$ cat src/rtl/sys_timer_pkg.sv
// Shared register map, CTRL bit positions and prescaler encoding for the
// multi-channel system timer.
package sys_timer_pkg;

  localparam logic [1:0] OFS_RLO  = 2'd0;
  localparam logic [1:0] OFS_RHI  = 2'd1;
  localparam logic [1:0] OFS_CTRL = 2'd2;
  localparam logic [1:0] OFS_STAT = 2'd3;

  localparam int CTRL_EN     = 0;
  localparam int CTRL_IRQ_EN = 1;
  localparam int CTRL_AUTO   = 2;
  localparam int CTRL_PS_LSB = 4;

  typedef enum logic [1:0] {
    PS_DIV1   = 2'd0,
    PS_DIV16  = 2'd1,
    PS_DIV64  = 2'd2,
    PS_DIV256 = 2'd3
  } ps_e;

  // Number of low prescaler bits that must all be ones to produce a tick.
  function automatic logic [3:0] psTickWidth(input ps_e ps);
    case (ps)
      PS_DIV1:  return 4'd0;
      PS_DIV16: return 4'd4;
      PS_DIV64: return 4'd6;
      default:  return 4'd8;
    endcase
  endfunction

endpackage

$ cat src/rtl/sys_timer_if.sv
// System-register bus bundle between the CPU side and the timer block.
interface sys_timer_if;
  logic       sys_cs;
  logic       cpu_rwn;
  logic [6:0] AB;
  logic [7:0] din;
  logic [7:0] dout;
  logic       irq;

  modport master (output sys_cs, cpu_rwn, AB, din, input dout, irq);
  modport slave  (input sys_cs, cpu_rwn, AB, din, output dout, irq);
endinterface

$ cat src/rtl/sys_timer_chan.sv
// One timer channel: reload/control registers, 8-bit prescaler, down-counter
// and sticky interrupt flag.
module sys_timer_chan
  import sys_timer_pkg::*;
#(
  parameter int CNT_W = 8
) (
  input  logic       clk,
  input  logic       reset_n,
  input  logic       ce_i,
  input  logic       wrRlo_i,
  input  logic       wrRhi_i,
  input  logic       wrCtrl_i,
  input  logic       wrStat_i,
  input  logic [7:0] din_i,
  output logic [7:0] rdRlo_o,
  output logic [7:0] rdRhi_o,
  output logic [7:0] rdCtrl_o,
  output logic [7:0] rdStat_o,
  output logic       irqReq_o
);

  localparam int STAT_LSB = (CNT_W == 8) ? 0 : 2;
  localparam bit HAS_HI   = (CNT_W > 8);

  logic [CNT_W-1:0] reload_q, reload_d;
  logic [CNT_W-1:0] count_q, count_d;
  logic [7:0]       presc_q, presc_d;
  logic             en_q, en_d;
  logic             irqEn_q, irqEn_d;
  logic             auto_q, auto_d;
  logic             flag_q, flag_d;
  ps_e              ps_q, ps_d;

  logic [7:0]  tickMask;
  logic        disableWr;
  logic        rhiWr;
  logic        tick;
  logic [15:0] reloadWide;
  logic [15:0] reloadNew;

  assign tickMask   = 8'hFF >> (4'd8 - psTickWidth(ps_q));
  assign disableWr  = wrCtrl_i & ~din_i[CTRL_EN];
  assign rhiWr      = wrRhi_i & HAS_HI;
  // A disabling CTRL write on the tick edge suppresses the tick entirely.
  assign tick       = ce_i & en_q & ((presc_q & tickMask) == tickMask) & ~disableWr;
  assign reloadWide = 16'(reload_q);

  always_comb begin
    reloadNew = reloadWide;
    if (wrRlo_i) reloadNew[7:0] = din_i;
    if (rhiWr) reloadNew[15:8] = din_i;
  end

  always_comb begin
    reload_d = reloadNew[CNT_W-1:0];
    count_d  = count_q;
    presc_d  = presc_q;
    en_d     = en_q;
    irqEn_d  = irqEn_q;
    auto_d   = auto_q;
    flag_d   = flag_q;
    ps_d     = ps_q;

    if (wrStat_i && din_i[0]) flag_d = 1'b0;

    if (ce_i && en_q && !disableWr) presc_d = presc_q + 8'd1;

    // Underflow sets the flag after any W1C above, so set wins.
    if (tick) begin
      if (count_q != '0) begin
        count_d = count_q - CNT_W'(1);
      end else begin
        flag_d = 1'b1;
        if (auto_q) count_d = reload_q;
        else        en_d    = 1'b0;
      end
    end

    if ((wrRlo_i || rhiWr) && !en_q) count_d = reloadNew[CNT_W-1:0];

    if (wrCtrl_i) begin
      en_d    = din_i[CTRL_EN];
      irqEn_d = din_i[CTRL_IRQ_EN];
      auto_d  = din_i[CTRL_AUTO];
      ps_d    = ps_e'(din_i[CTRL_PS_LSB +: 2]);
      // An enabling write restarts the count, including over a one-shot expiry.
      if (din_i[CTRL_EN] && !en_q) begin
        count_d = reload_q;
        presc_d = 8'd0;
      end else if (din_i[CTRL_EN] && tick && count_q == '0 && !auto_q) begin
        count_d = reload_q;
      end
    end
  end

  always_ff @(posedge clk or negedge reset_n) begin
    if (!reset_n) begin
      reload_q <= '0;
      count_q  <= '0;
      presc_q  <= 8'd0;
      en_q     <= 1'b0;
      irqEn_q  <= 1'b0;
      auto_q   <= 1'b0;
      flag_q   <= 1'b0;
      ps_q     <= PS_DIV1;
    end else begin
      reload_q <= reload_d;
      count_q  <= count_d;
      presc_q  <= presc_d;
      en_q     <= en_d;
      irqEn_q  <= irqEn_d;
      auto_q   <= auto_d;
      flag_q   <= flag_d;
      ps_q     <= ps_d;
    end
  end

  assign rdRlo_o  = reloadWide[7:0];
  assign rdRhi_o  = reloadWide[15:8];
  assign rdCtrl_o = {2'b00, ps_q, 1'b0, auto_q, irqEn_q, en_q};
  assign rdStat_o = {count_q[STAT_LSB +: 6], en_q, flag_q};
  assign irqReq_o = flag_q & irqEn_q;

endmodule

$ cat src/rtl/sys_timer.sv
// Multi-channel programmable interval timer on the system-register bus:
// address decode, channel array, read mux and combined interrupt.
module sys_timer
  import sys_timer_pkg::*;
#(
  parameter int         NUM_CH = 2,
  parameter int         CNT_W  = 8,
  parameter logic [6:0] BASE   = 7'h30
) (
  input logic       clk,
  input logic       reset_n,
  input logic       ce,
  sys_timer_if.slave bus
);

  localparam logic [7:0] SPAN = 8'(4 * NUM_CH);

  logic [7:0]        relAddr;
  logic              inRange;
  logic              wrStrobe;
  logic [5:0]        chSel;
  logic [1:0]        regOfs;
  logic [7:0]        doutMux;
  logic [NUM_CH-1:0] irqReq;
  logic [7:0]        rdRlo  [NUM_CH];
  logic [7:0]        rdRhi  [NUM_CH];
  logic [7:0]        rdCtrl [NUM_CH];
  logic [7:0]        rdStat [NUM_CH];

  assign relAddr  = {1'b0, bus.AB} - {1'b0, BASE};
  assign inRange  = (bus.AB >= BASE) && (relAddr < SPAN);
  assign chSel    = relAddr[7:2];
  assign regOfs   = relAddr[1:0];
  assign wrStrobe = bus.sys_cs & ~bus.cpu_rwn & ce & inRange;

  for (genvar g = 0; g < NUM_CH; g++) begin : gCh
    logic chWr;
    assign chWr = wrStrobe && (chSel == 6'(g));

    sys_timer_chan #(.CNT_W(CNT_W)) uChan (
      .clk      (clk),
      .reset_n  (reset_n),
      .ce_i     (ce),
      .wrRlo_i  (chWr && (regOfs == OFS_RLO)),
      .wrRhi_i  (chWr && (regOfs == OFS_RHI)),
      .wrCtrl_i (chWr && (regOfs == OFS_CTRL)),
      .wrStat_i (chWr && (regOfs == OFS_STAT)),
      .din_i    (bus.din),
      .rdRlo_o  (rdRlo[g]),
      .rdRhi_o  (rdRhi[g]),
      .rdCtrl_o (rdCtrl[g]),
      .rdStat_o (rdStat[g]),
      .irqReq_o (irqReq[g])
    );
  end

  always_comb begin
    doutMux = 8'h00;
    if (bus.sys_cs && inRange) begin
      for (int i = 0; i < NUM_CH; i++) begin
        if (chSel == 6'(i)) begin
          case (regOfs)
            OFS_RLO:  doutMux = rdRlo[i];
            OFS_RHI:  doutMux = rdRhi[i];
            OFS_CTRL: doutMux = rdCtrl[i];
            default:  doutMux = rdStat[i];
          endcase
        end
      end
    end
  end

  assign bus.dout = doutMux;
  assign bus.irq  = |irqReq;

endmodule

$ cat src/flat_wrapper.sv
// flat-port wrapper written by rule: the top's interface ports become plain ports
module sys_timer_flat import sys_timer_pkg::*;
#(
  parameter int         NUM_CH = 2,
  parameter int         CNT_W  = 8,
  parameter logic [6:0] BASE   = 7'h30
)
  (clk, reset_n, ce, bus_sys_cs, bus_cpu_rwn, bus_AB, bus_din, bus_dout, bus_irq);
  sys_timer_if bus_i ();
  input logic clk;
  input logic reset_n;
  input logic ce;
  input wire logic [$bits(bus_i.sys_cs)-1:0] bus_sys_cs;
  input wire logic [$bits(bus_i.cpu_rwn)-1:0] bus_cpu_rwn;
  input wire logic [$bits(bus_i.AB)-1:0] bus_AB;
  input wire logic [$bits(bus_i.din)-1:0] bus_din;
  output wire logic [$bits(bus_i.dout)-1:0] bus_dout;
  output wire logic [$bits(bus_i.irq)-1:0] bus_irq;
  assign bus_i.sys_cs = bus_sys_cs;
  assign bus_i.cpu_rwn = bus_cpu_rwn;
  assign bus_i.AB = bus_AB;
  assign bus_i.din = bus_din;
  assign bus_dout = bus_i.dout;
  assign bus_irq = bus_i.irq;
  sys_timer #(.NUM_CH(NUM_CH), .CNT_W(CNT_W), .BASE(BASE)) u_core (.clk(clk), .reset_n(reset_n), .ce(ce), .bus(bus_i));
endmodule
$ cat config.mk
export PLATFORM = sky130hd
export DESIGN_NAME = sys_timer_flat
export DESIGN_NICKNAME = d
export VERILOG_FILES = /design/src/rtl/sys_timer_pkg.sv /design/src/rtl/sys_timer_if.sv /design/src/rtl/sys_timer_chan.sv /design/src/rtl/sys_timer.sv /design/src/flat_wrapper.sv
export SDC_FILE = /design/constraint.sdc
export NUM_CORES = 1
export LEC_CHECK = 0
export ABC_AREA = 1
export BUFFER_PORTS_ARGS = -buffer_cell sky130_fd_sc_hd__buf_2
export CAP_MARGIN = 20
export CORE_ASPECT_RATIO = 2
export CORE_MARGIN = 8
export CORE_UTILIZATION = 50
export DETAILED_ROUTE_END_ITERATION = 12
export HOLD_SLACK_MARGIN = 0.15
export PLACE_DENSITY = 0.68
export SYNTH_ARGS = -nofsm -noshare
export SYNTH_HDL_FRONTEND = slang
export SYNTH_SLANG_ARGS = --single-unit
$ cat constraint.sdc
create_clock -name clk -period 4.04 [get_ports clk]
set_clock_uncertainty 0.2 [all_clocks]
set_input_delay 0.808 -clock clk [delete_from_list [all_inputs] [get_ports clk]]
set_output_delay 0.808 -clock clk [all_outputs]
set_load 0.01 [all_outputs]
======== Yosys cells after proc, flatten, opt, wreduce, memory -nomap -nowiden ========
Index checks and enable logic that the tools add are counted.
storage, ports and cells
  output and inout port bits .............. 9
  logic and storage cells ................. 148
  register bits after elaboration ......... 60
  input port bits ......................... 20
operators by class
  magnitude comparators ................... 2
  add/sub/neg operators ................... 7
  shifts and indexed selects .............. 2
  equal/unequal tests ..................... 14
  multiplexer cells ....................... 43
  bitwise gates (word level) .............. 19
  reductions and logical operators ........ 45
operators with widths
  operator               number
  $mux W8                25
  $pmux W8 S3            2
  $logic_and A1 B1 Y1    26
  $pmux W4 S3            2
  $add A8 B1 Y8 const B  2
  $and A8 B8 Y8          2
  $eq A8 B8 Y1           2
  $logic_not A8 Y1       2
  $reduce_bool A8 Y1     2
  $shr A8 B4 Y8 const A  2
  $sub A8 B1 Y8 const B  2
  $mux W1                14
  $and A1 B1 Y1          13
  $eq A2 B2 Y1 const B   4
  $lt A8 B4 Y1 const B   1
  $ne A2 B2 Y1 const B   4
  $sub A4 B4 Y4 const A  2
  $sub A7 B6 Y8 const B  1
  $ge A7 B6 Y1 const B   1
  $eq A2 B1 Y1 const B   3
  $eq A6 B1 Y1 const B   1
  $logic_not A1 Y1       6
  $logic_not A2 Y1       3
  $logic_not A6 Y1       1
  other kinds (4)        9

======== Longest topological paths before layout ========
Gate-level depths: netlist (run 1).
  depth after elaboration ................. 15
  depth in mapped cells ................... 15
  mapped depth without buffers ............ 14

======== Cells and area by module ========
A second synthesis (run 1) with hierarchy kept.
unflattened totals
  cell total of the unflattened synthesis .. 815
  area total of the unflattened synthesis .. 5,056.1 um2
by module, submodules not included
  module                                 area an instance (um2)  seq. area each (um2)  cells an instance  instances
  sys_timer_chan at u_core.gCh[1].uChan  2,060.7                 750.7                 302                1
  sys_timer_chan at u_core.gCh[0].uChan  2,015.7                 750.7                 303                1
  sys_timer                              979.7                   0.0                   210                1

======== Least setup slack after synthesis (run 1) ========
OpenSTA, ideal clock, no wires.
  path type ............................... input to output
  start ................................... input bus_AB[5]
  end ..................................... output bus_dout[2]
  buffers on the path ..................... 1
  data required time ...................... 3,032 ps
  path slack .............................. 752 ps
  stages .................................. 7
  arrival ................................. 2,280 ps
  cells stage by stage .................... nand2_1 -> ha_1 -> nand2_1 -> nor2_1 -> clkbuf_1 -> a31oi_1 -> nor3_1
on the way
  longest elaborated chain between the ends .. 5
  elaborated cells on any way between the ends .. 10
  classes of those cells .................. 1 x add/sub; 2 x order compare; 1 x eq/ne; 3 x mux; 3 x reduce/logical
ends and longest elaborated chain
  element                                                  line                              RTL
  from (decl)                                              flat_wrapper.sv:15                input wire logic [$bits(bus_i.AB)-1:0] bus_AB;
  $sub A7 B6 Y8                                            sys_timer.sv:30                   assign relAddr = {1'b0, bus.AB} - {1'b0, BASE};
  $lt A8 B4 Y1 / $logic_not A6 Y1 (equally long branches)  sys_timer.sv:31, sys_timer.sv:61
  $logic_and A1 B1 Y1 / $mux W8 (equally long branches)    sys_timer.sv:31, sys_timer.sv:61
  $logic_and A1 B1 Y1 / $mux W8 (equally long branches)    sys_timer.sv:59, sys_timer.sv:61
  $mux W8 *                                                sys_timer.sv:59                   if (bus.sys_cs && inRange) begin
  to (decl)                                                flat_wrapper.sv:17                output wire logic [$bits(bus_i.dout)-1:0] bus_dout;
Every way passes the cells marked *; elsewhere a longest branch is shown, timed or not.

======== Final worst setup path (run 1) ========
  start ................................... input bus_AB[5]
  end ..................................... output bus_dout[7]
The elaborated chain is that of the path after synthesis.

==> metrics.md, run 1 <==
| Metric | Value |
|---|---|
| Startpoint Class | primary input |
| Starting Density | 0.508 |
| Status | finished clean |
| Tot GR Track Use | 0.205 |
| Max Cap Viol | 0 |
| CTS resizes | 0 |
| Synth Flop Type | dfrtp_1 |
| P_leak | 2.53 nW |
| Num Clock Sinks | 60 |
| Area of the multi-input gates | 2580 sq um |
| TritonCTS clock tree | built |
| Fin nets | 722 |
| Worst r2r src | u_core.gCh[1].uChan.count_q[0] |
| Clk slew on worst S/H paths | 0.05 ns |
| DR vias | 4441 |
| WP data required | 3.03 ns |
| Post-Route Setup TNS | 0 ns |
| Slew @ Worst Pin | 0.616 ns |
| Register area | 1500 sq um |
| RSZ-0062 raised after global routing | no |
| WL/cell | 15.7 um |
| Pin count of the biggest net entering global routing | 43 |
| FP Rows | 49 |
| Ys async rst share | 1.00 |
| Worst slack, placed | 0.704 ns |
| Crit Path Max Fanout | 12 |
| Critical path capture point type | output port |
| Routed Antenna Nets | 0 |
| Setup violators final | 0 |
| Root buffer cell | clkbuf_16 |
| Height of the die | 150 um |
| Cells on worst reg2reg path | 12 |
| Initial antenna violation count | 0 |
| Cts bufs inserted | 9 |
| Syn_nets | 694 |
| Share of post-route cells with drive strength above 1 | 0.120 |
| Avg Cell Area, Syn | 6.72 sq um |
| Worst Path Arrival | 2.35 ns |
| Die X-Extent | 82.9 um |
| Synth unique cells | 38 |
| Crit-path cells | buf_2 -> nand2_1 -> ha_1 -> nand2_1 -> nor2_2 -> buf_4 -> inv_1 -> a221oi_1 -> nor3_1 -> buf_2 |
| Total power | 1.42 mW |
| DRC | 0 |
| Layout fillers | 881 |
| WS Path Type | primary input to output port |
| Drt initial violations | 340 |
| First-pass GRT wire length | 20800 um |
| Hold wc startpoint | u_core.gCh[1].uChan.presc_q[3] |
| Final Cycle Share | 0.831 |
| Clk buf depth | 2 |
| Hold path depth | 1 |
| Pins Over Slew Limit | 0 |
| Area post-placement | 4690 sq um |
| Post-synth EDFFs | 0 |
| I/O pin count | 29 |
| Dpl hpwl | 9240 um |
| Final Critical Period | 3.36 ns |
| Pre-antenna DRT Iters | 5 |
| H-tree depth | 3 |
| Hold endpoint | u_core.gCh[1].uChan.presc_q[3] |
| Sequential area share after synthesis | 0.335 |
| Final wirelength | 12600 um |
| VDD IR-drop max | 0.283 mV |
| Setup ws final | 0.684 ns |
| Ant diodes | 0 |
| Reg2reg setup slack | 1.43 ns |
| Post-Syn Area | 4480 sq um |
| Area growth syn-to-layout | 11.9% |
| Vias in the first global route | 4275 |
| Total congestion overflow | 0 |
| Cells after synthesis | 667 |
| Pwr dens | 284 nW/um^2 |
| Drt via density | 5.54 |
| Final Hold Vio Count | 0 |
| F_max | 0.298 GHz |
| Crit-path slowest cell | ha_1 |
| Final instance area | 5010 sq um |
| Largest stage delay on the critical path | 0.33 ns |
| HP Class | flop to flop |
| Synth warn | 0 |
| GPL Wtd Cong | 0.900 |
| Die ar. | 12400 sq um |
| Clk_lat worst skew | 0.33 ns |
| #FFs+latches synth | 60 |
| # port buffers | 28 |
| Core Footprint | 8830 sq um |
| Slew margin rel. | 0.589 |
| R2R Path End | u_core.gCh[1].uChan.count_q[7] |
-- sequential cells by signal (all words and copies together), names as in the netlist --
name	count
u_core.gCh.uChan.auto_q	2
u_core.gCh.uChan.flag_q	2
u_core.gCh.uChan.rdRlo_o	16
u_core.gCh.uChan.en_q	2
u_core.gCh.uChan.count_q	16
u_core.gCh.uChan.irqEn_q	2
u_core.gCh.uChan.presc_q	16
u_core.gCh.uChan.ps_q	4
-- final cells by class --
cell class	instances	area share
clock buffers	12	0.0532
clock inverters	4	0.00449
inverters	79	0.0592
multi-input cells	509	0.515
flip-flops and latches	60	0.300
well taps	102	0.0255
repair buffers	36	0.0429
-- stage by stage --
step                      std cells   util  hold slack, ns
after floorplan                 667      -           0.233
after global placement          784  0.532           0.256
after detailed placement        784  0.532           0.261
after CTS                       800  0.564           0.268
after global routing            802  0.568           0.284
final                           802  0.568           0.266
-- cell usage after synthesis, types with 2 or more instances --
| master | n | area share |
|---|---|---|
| nand3_4 | 3 | 0.012 |
| o221ai_1 | 6 | 0.012 |
| nand4_1 | 21 | 0.029 |
| nor2_2 | 6 | 0.0084 |
| o211ai_1 | 4 | 0.0067 |
| nor2_8 | 2 | 0.0089 |
| nand3_2 | 3 | 0.0067 |
| o21ai_0 | 60 | 0.067 |
| nor2_1 | 109 | 0.091 |
| nor2_4 | 4 | 0.010 |
| xnor2_1 | 3 | 0.0059 |
| nor3_1 | 11 | 0.012 |
| nand4_4 | 2 | 0.0095 |
| a21oi_1 | 29 | 0.032 |
| a31oi_1 | 2 | 0.0028 |
| buf_2 | 2 | 0.0022 |
| nand2_4 | 2 | 0.0050 |
| a221o_1 | 2 | 0.0045 |
| xor2_1 | 11 | 0.022 |
| dfrtp_1 | 60 | 0.34 |
| nand2_2 | 4 | 0.0056 |
| a21boi_0 | 4 | 0.0067 |
| inv_2 | 5 | 0.0042 |
| clkbuf_1 | 13 | 0.011 |
| o22ai_1 | 3 | 0.0042 |
| inv_1 | 74 | 0.062 |
| nand3_1 | 34 | 0.038 |
| buf_6 | 3 | 0.0075 |
| ha_1 | 7 | 0.020 |
| nand2_1 | 170 | 0.14 |
-- kinds of logic after synthesis --
logic type	synth area share
and+or+nand+nor	0.381
AOI/OAI and AO/OA	0.149
buffers and inverters	0.0885
DFF	0.335
xor gates and xnor gates	0.0274
adders and majority gates	0.0195
-- placed cells by master (no fill, tap or decap), types with 2 or more instances in the layout --
| master | synthesis | routed |
|---|---|---|
| nand2_2 | 4 | 4 |
| nand4_4 | 2 | 2 |
| clkbuf_16 | 0 | 9 |
| xnor2_1 | 3 | 3 |
| ha_1 | 7 | 7 |
| nand2_4 | 2 | 2 |
| nor2_2 | 6 | 6 |
| clkinv_2 | 0 | 3 |
| nor2_8 | 2 | 2 |
| o221ai_1 | 6 | 6 |
| buf_4 | 1 | 6 |
| o22ai_1 | 3 | 3 |
| dfrtp_1 | 60 | 60 |
| a31oi_1 | 2 | 2 |
| nand3_4 | 3 | 3 |
| xor2_1 | 11 | 11 |
| o211ai_1 | 4 | 4 |
| nor3_1 | 11 | 11 |
| a21boi_0 | 4 | 4 |
| nor2_1 | 109 | 109 |
| inv_1 | 74 | 74 |
| a221o_1 | 2 | 2 |
| nor2_4 | 4 | 4 |
| nand3_2 | 3 | 3 |
| a21oi_1 | 29 | 29 |
| buf_2 | 2 | 28 |
| nand2_1 | 170 | 170 |
| nand4_1 | 21 | 21 |
| inv_2 | 5 | 5 |
| o21ai_0 | 60 | 60 |
| clkbuf_8 | 0 | 3 |
| nand3_1 | 34 | 34 |
-- worst max-delay path by stage --
stage | slack, ns | endpoint | cells past startpoint | from
2_1_floorplan | 0.75 | bus_dout[2] | 7 | bus_AB[5]
3_3_place_gp | 0.75 | bus_dout[7] | 10 | bus_AB[5]
5_1_grt | 0.57 | bus_dout[7] | 10 | bus_AB[4]
6_report | 0.68 | bus_dout[7] | 10 | bus_AB[5]
3_5_place_dp | 0.70 | bus_dout[7] | 10 | bus_AB[5]
4_1_cts | 0.70 | bus_dout[7] | 10 | bus_AB[5]
-- power by group --
group	total [mW]	switching (mW)	internal (mW)	leakage, nW
Sequential	0.607	0.00270	0.604	0.750
Clock	0.729	0.268	0.461	0.144
Combinational	0.0847	0.0601	0.0246	1.64
-- critical path, delay by kind of cell --
family	cells	cell delay, ns
adders and majority gates	1	0.33
AOI/OAI and AO/OA	1	0.22
buffers and inverters	4	0.59
and+or+nand+nor	4	0.40
-- repair_timing --
action                                 in CTS  in global routing
buffers inserted                            0                  0
endpoints found under the hold margin       0                  1
hold buffers                                0                  1
-- per-layer routing --
layer,global-route usage,routed length (um),vias up
met2,0.330,5890,123
met5,0,0,-
met3,0.0381,613,25
met4,0.0876,274,0
li1,-,-,2237
met1,0.261,5790,2056
Power figures use the tool's default switching activity.
==> run 2: changes to the inputs <==
==> constraint.sdc (replaced) <==
create_clock -name clk -period 3.2 [get_ports clk]
set_clock_uncertainty 0.2 [all_clocks]
set_input_delay 0.64 -clock clk [delete_from_list [all_inputs] [get_ports clk]]
set_output_delay 0.64 -clock clk [all_outputs]
set_load 0.01 [all_outputs]
==> metrics.md, run 2 (same netlist as run 1, synthesis figures left out) <==
| Metric | Value |
|---|---|
| Status | finished clean |
| Pre-antenna DRT Iters | 5 (unchanged) |
| Worst r2r src | u_core.gCh[1].uChan.count_q[0] |
| Clk_lat worst skew | 0.34 ns (about the same) |
| WHS | 0.277 ns (+0.0106 ns) |
| Cts bufs inserted | 9 (unchanged) |
| Routed Antenna Nets | 0 (unchanged) |
| Final Cycle Share | 0.910 |
| Area growth syn-to-layout | 13.0% |
| Starting Density | 0.508 (unchanged) |
| Drt via density | 5.57 (+0.54%) |
| FP Rows | 49 (unchanged) |
| Num Clock Sinks | 60 (unchanged) |
| Worst slack, placed | 0.227 ns (-0.478 ns) |
| Final Hold Vio Count | 0 (unchanged) |
| Hold wc startpoint | u_core.gCh[1].uChan.presc_q[3] |
| Post-Route Setup TNS | 0 ns (unchanged) |
| Total congestion overflow | 0 (unchanged) |
| Reg2reg setup slack | 0.74 ns (-0.69 ns) |
| Vias in the first global route | 4263 (-0.28%) |
| DR vias | 4493 (+1.2%) |
| WS Path Type | primary input to output port |
| F_max | 0.343 GHz |
| Pin count of the biggest net entering global routing | 39 (-9.3%) |
| Max Cap Viol | 0 (unchanged) |
| Dpl hpwl | 9350 um (+1.1%) |
| # port buffers | 28 (unchanged) |
| Tot GR Track Use | 0.209 (+0.00360) |
| Total power | 1.86 mW (+31%) |
| Die X-Extent | 82.9 um (unchanged) |
| Cells on worst reg2reg path | 12 (unchanged) |
| Setup Fix Bufs, Post-CTS | 0 (unchanged) |
| Setup ws final | 0.286 ns (-0.398 ns) |
| Commonest non-fill, non-tap cell in the layout | nand2_1 |
| TritonCTS clock tree | built |
| Crit Path Max Fanout | 13 (+1) |
| Commonest cells after routing, fill and taps aside | nand2_1 (170), nor2_1 (109), inv_1 (74), o21ai_0 (60), dfrtp_1 (60) |
| Finished Layout Cells | 807 (+0.62%) |
| RSZ-0062 raised after global routing | no |
| Root buffer cell | clkbuf_16 |
| Clk slew on worst S/H paths | 0.05 ns (about the same) |
| Ant diodes | 0 (unchanged) |
| Hold path depth | 1 (unchanged) |
| First-pass GRT wire length | 20900 um (+0.63%) |
| Pins Over Slew Limit | 0 (unchanged) |
| Initial antenna violation count | 0 (unchanged) |
| WP data required | 2.36 ns (-0.67 ns) |
| Height of the die | 150 um (unchanged) |
| HP Class | flop to flop |
| R2R Path End | u_core.gCh[1].uChan.count_q[7] |
| Drt initial violations | 439 (+29%) |
| Worst Path Arrival | 2.07 ns (-0.28 ns) |
| Hold endpoint | u_core.gCh[1].uChan.presc_q[3] |
| Slew @ Worst Pin | 0.603 ns (-0.0129 ns) |
| WL/cell | 15.7 um (+0.29%) |
| I/O pin count | 29 (unchanged) |
| Clk buf depth | 2 (unchanged) |
| Pwr dens | 368 nW/um^2 (+30%) |
| Fin nets | 727 (+0.69%) |
| Final Critical Period | 2.91 ns |
| Final wirelength | 12700 um (+0.92%) |
| GPL Wtd Cong | 0.915 (+1.6%) |
| Layout fillers | 871 (-1.1%) |
| DRC | 0 (unchanged) |
| Die ar. | 12400 sq um (unchanged) |
| Share of post-route cells with drive strength above 1 | 0.125 (+0.00482) |
| P_leak | 2.56 nW (+1.0%) |
| Startpoint Class | primary input |
| H-tree depth | 3 (unchanged) |
| Slew margin rel. | 0.598 (+0.00860) |
| VDD IR-drop max | 0.356 mV (+26%) |
| Setup violators final | 0 (unchanged) |
| Critical path capture point type | output port |
| Number of cells after detailed placement | 790 (+0.77%) |
| Core Footprint | 8830 sq um (unchanged) |
run 2: changes by cell type in the layout (fill, tap and decap cells not counted), sizes merged:
cell,delta
bufinv,+1
clkinv,-1
buf,+5
run 2: final cells by class:
class	count	area, sq um	share of cell area
tap	102	128	0.0252
clock buffer	12	256	0.0506
inverter	79	297	0.0585
timing repair buffer	41	253	0.0499
clock inverter	4	47.5	0.00939
multi-input combinational	509	2580	0.510
sequential	60	1500	0.296
run 2: per-layer routing:
metal  wire (um)  GRT usage  up-vias  part of all wire
li1            -          -     2246                 -
met1        5610      0.259     2041              0.44
met2        6060      0.344      178              0.48
met3         637     0.0387       28             0.050
met4         375     0.0894        0             0.030
met5           0          0        -                 0
run 2: what timing repair did:
action	4_1_cts	5_1_grt
hold buffers	1	0
resized for setup	0	0
endpoints found under the hold margin	22	0
run 2: how the worst max path moves through the flow:
stage / start / end / slack (ns) / cells past startpoint
floorplan: bus_AB[5] / bus_dout[2] / 0.25 / 7
global placement: bus_AB[5] / u_core.gCh[0].uChan.count_q[6] / 0.28 / 14
detailed placement: bus_AB[4] / u_core.gCh[0].uChan.count_q[6] / 0.23 / 14
CTS: bus_AB[4] / bus_dout[2] / 0.28 / 9
global route: bus_AB[4] / bus_dout[2] / 0.12 / 9
finish: bus_AB[4] / bus_dout[2] / 0.29 / 9
run 2: worst max-delay path, stage by stage:
cell and delay (ns):
buf_2 0.09, nand2_1 0.09, ha_1 0.33, nand2_1 0.09, nor2_1 0.09, buf_4 0.20
a31oi_1 0.10, nor3_1 0.25, buf_2 0.18
run 2: per-stage QoR:
stage | area [sq um] | utilization
CTS | 5060 | 0.574
finish | 5060 | 0.574
floorplan | 4480 | -
global placement | 4750 | 0.538
detailed placement | 4750 | 0.538
global route | 5060 | 0.574
run 2: power breakdown:
group          switching, mW  total (mW)  internal (mW)
clock                  0.345       0.986          0.641
sequential           0.00348       0.767          0.763
combinational         0.0776       0.110         0.0319
total                  0.426        1.86           1.44
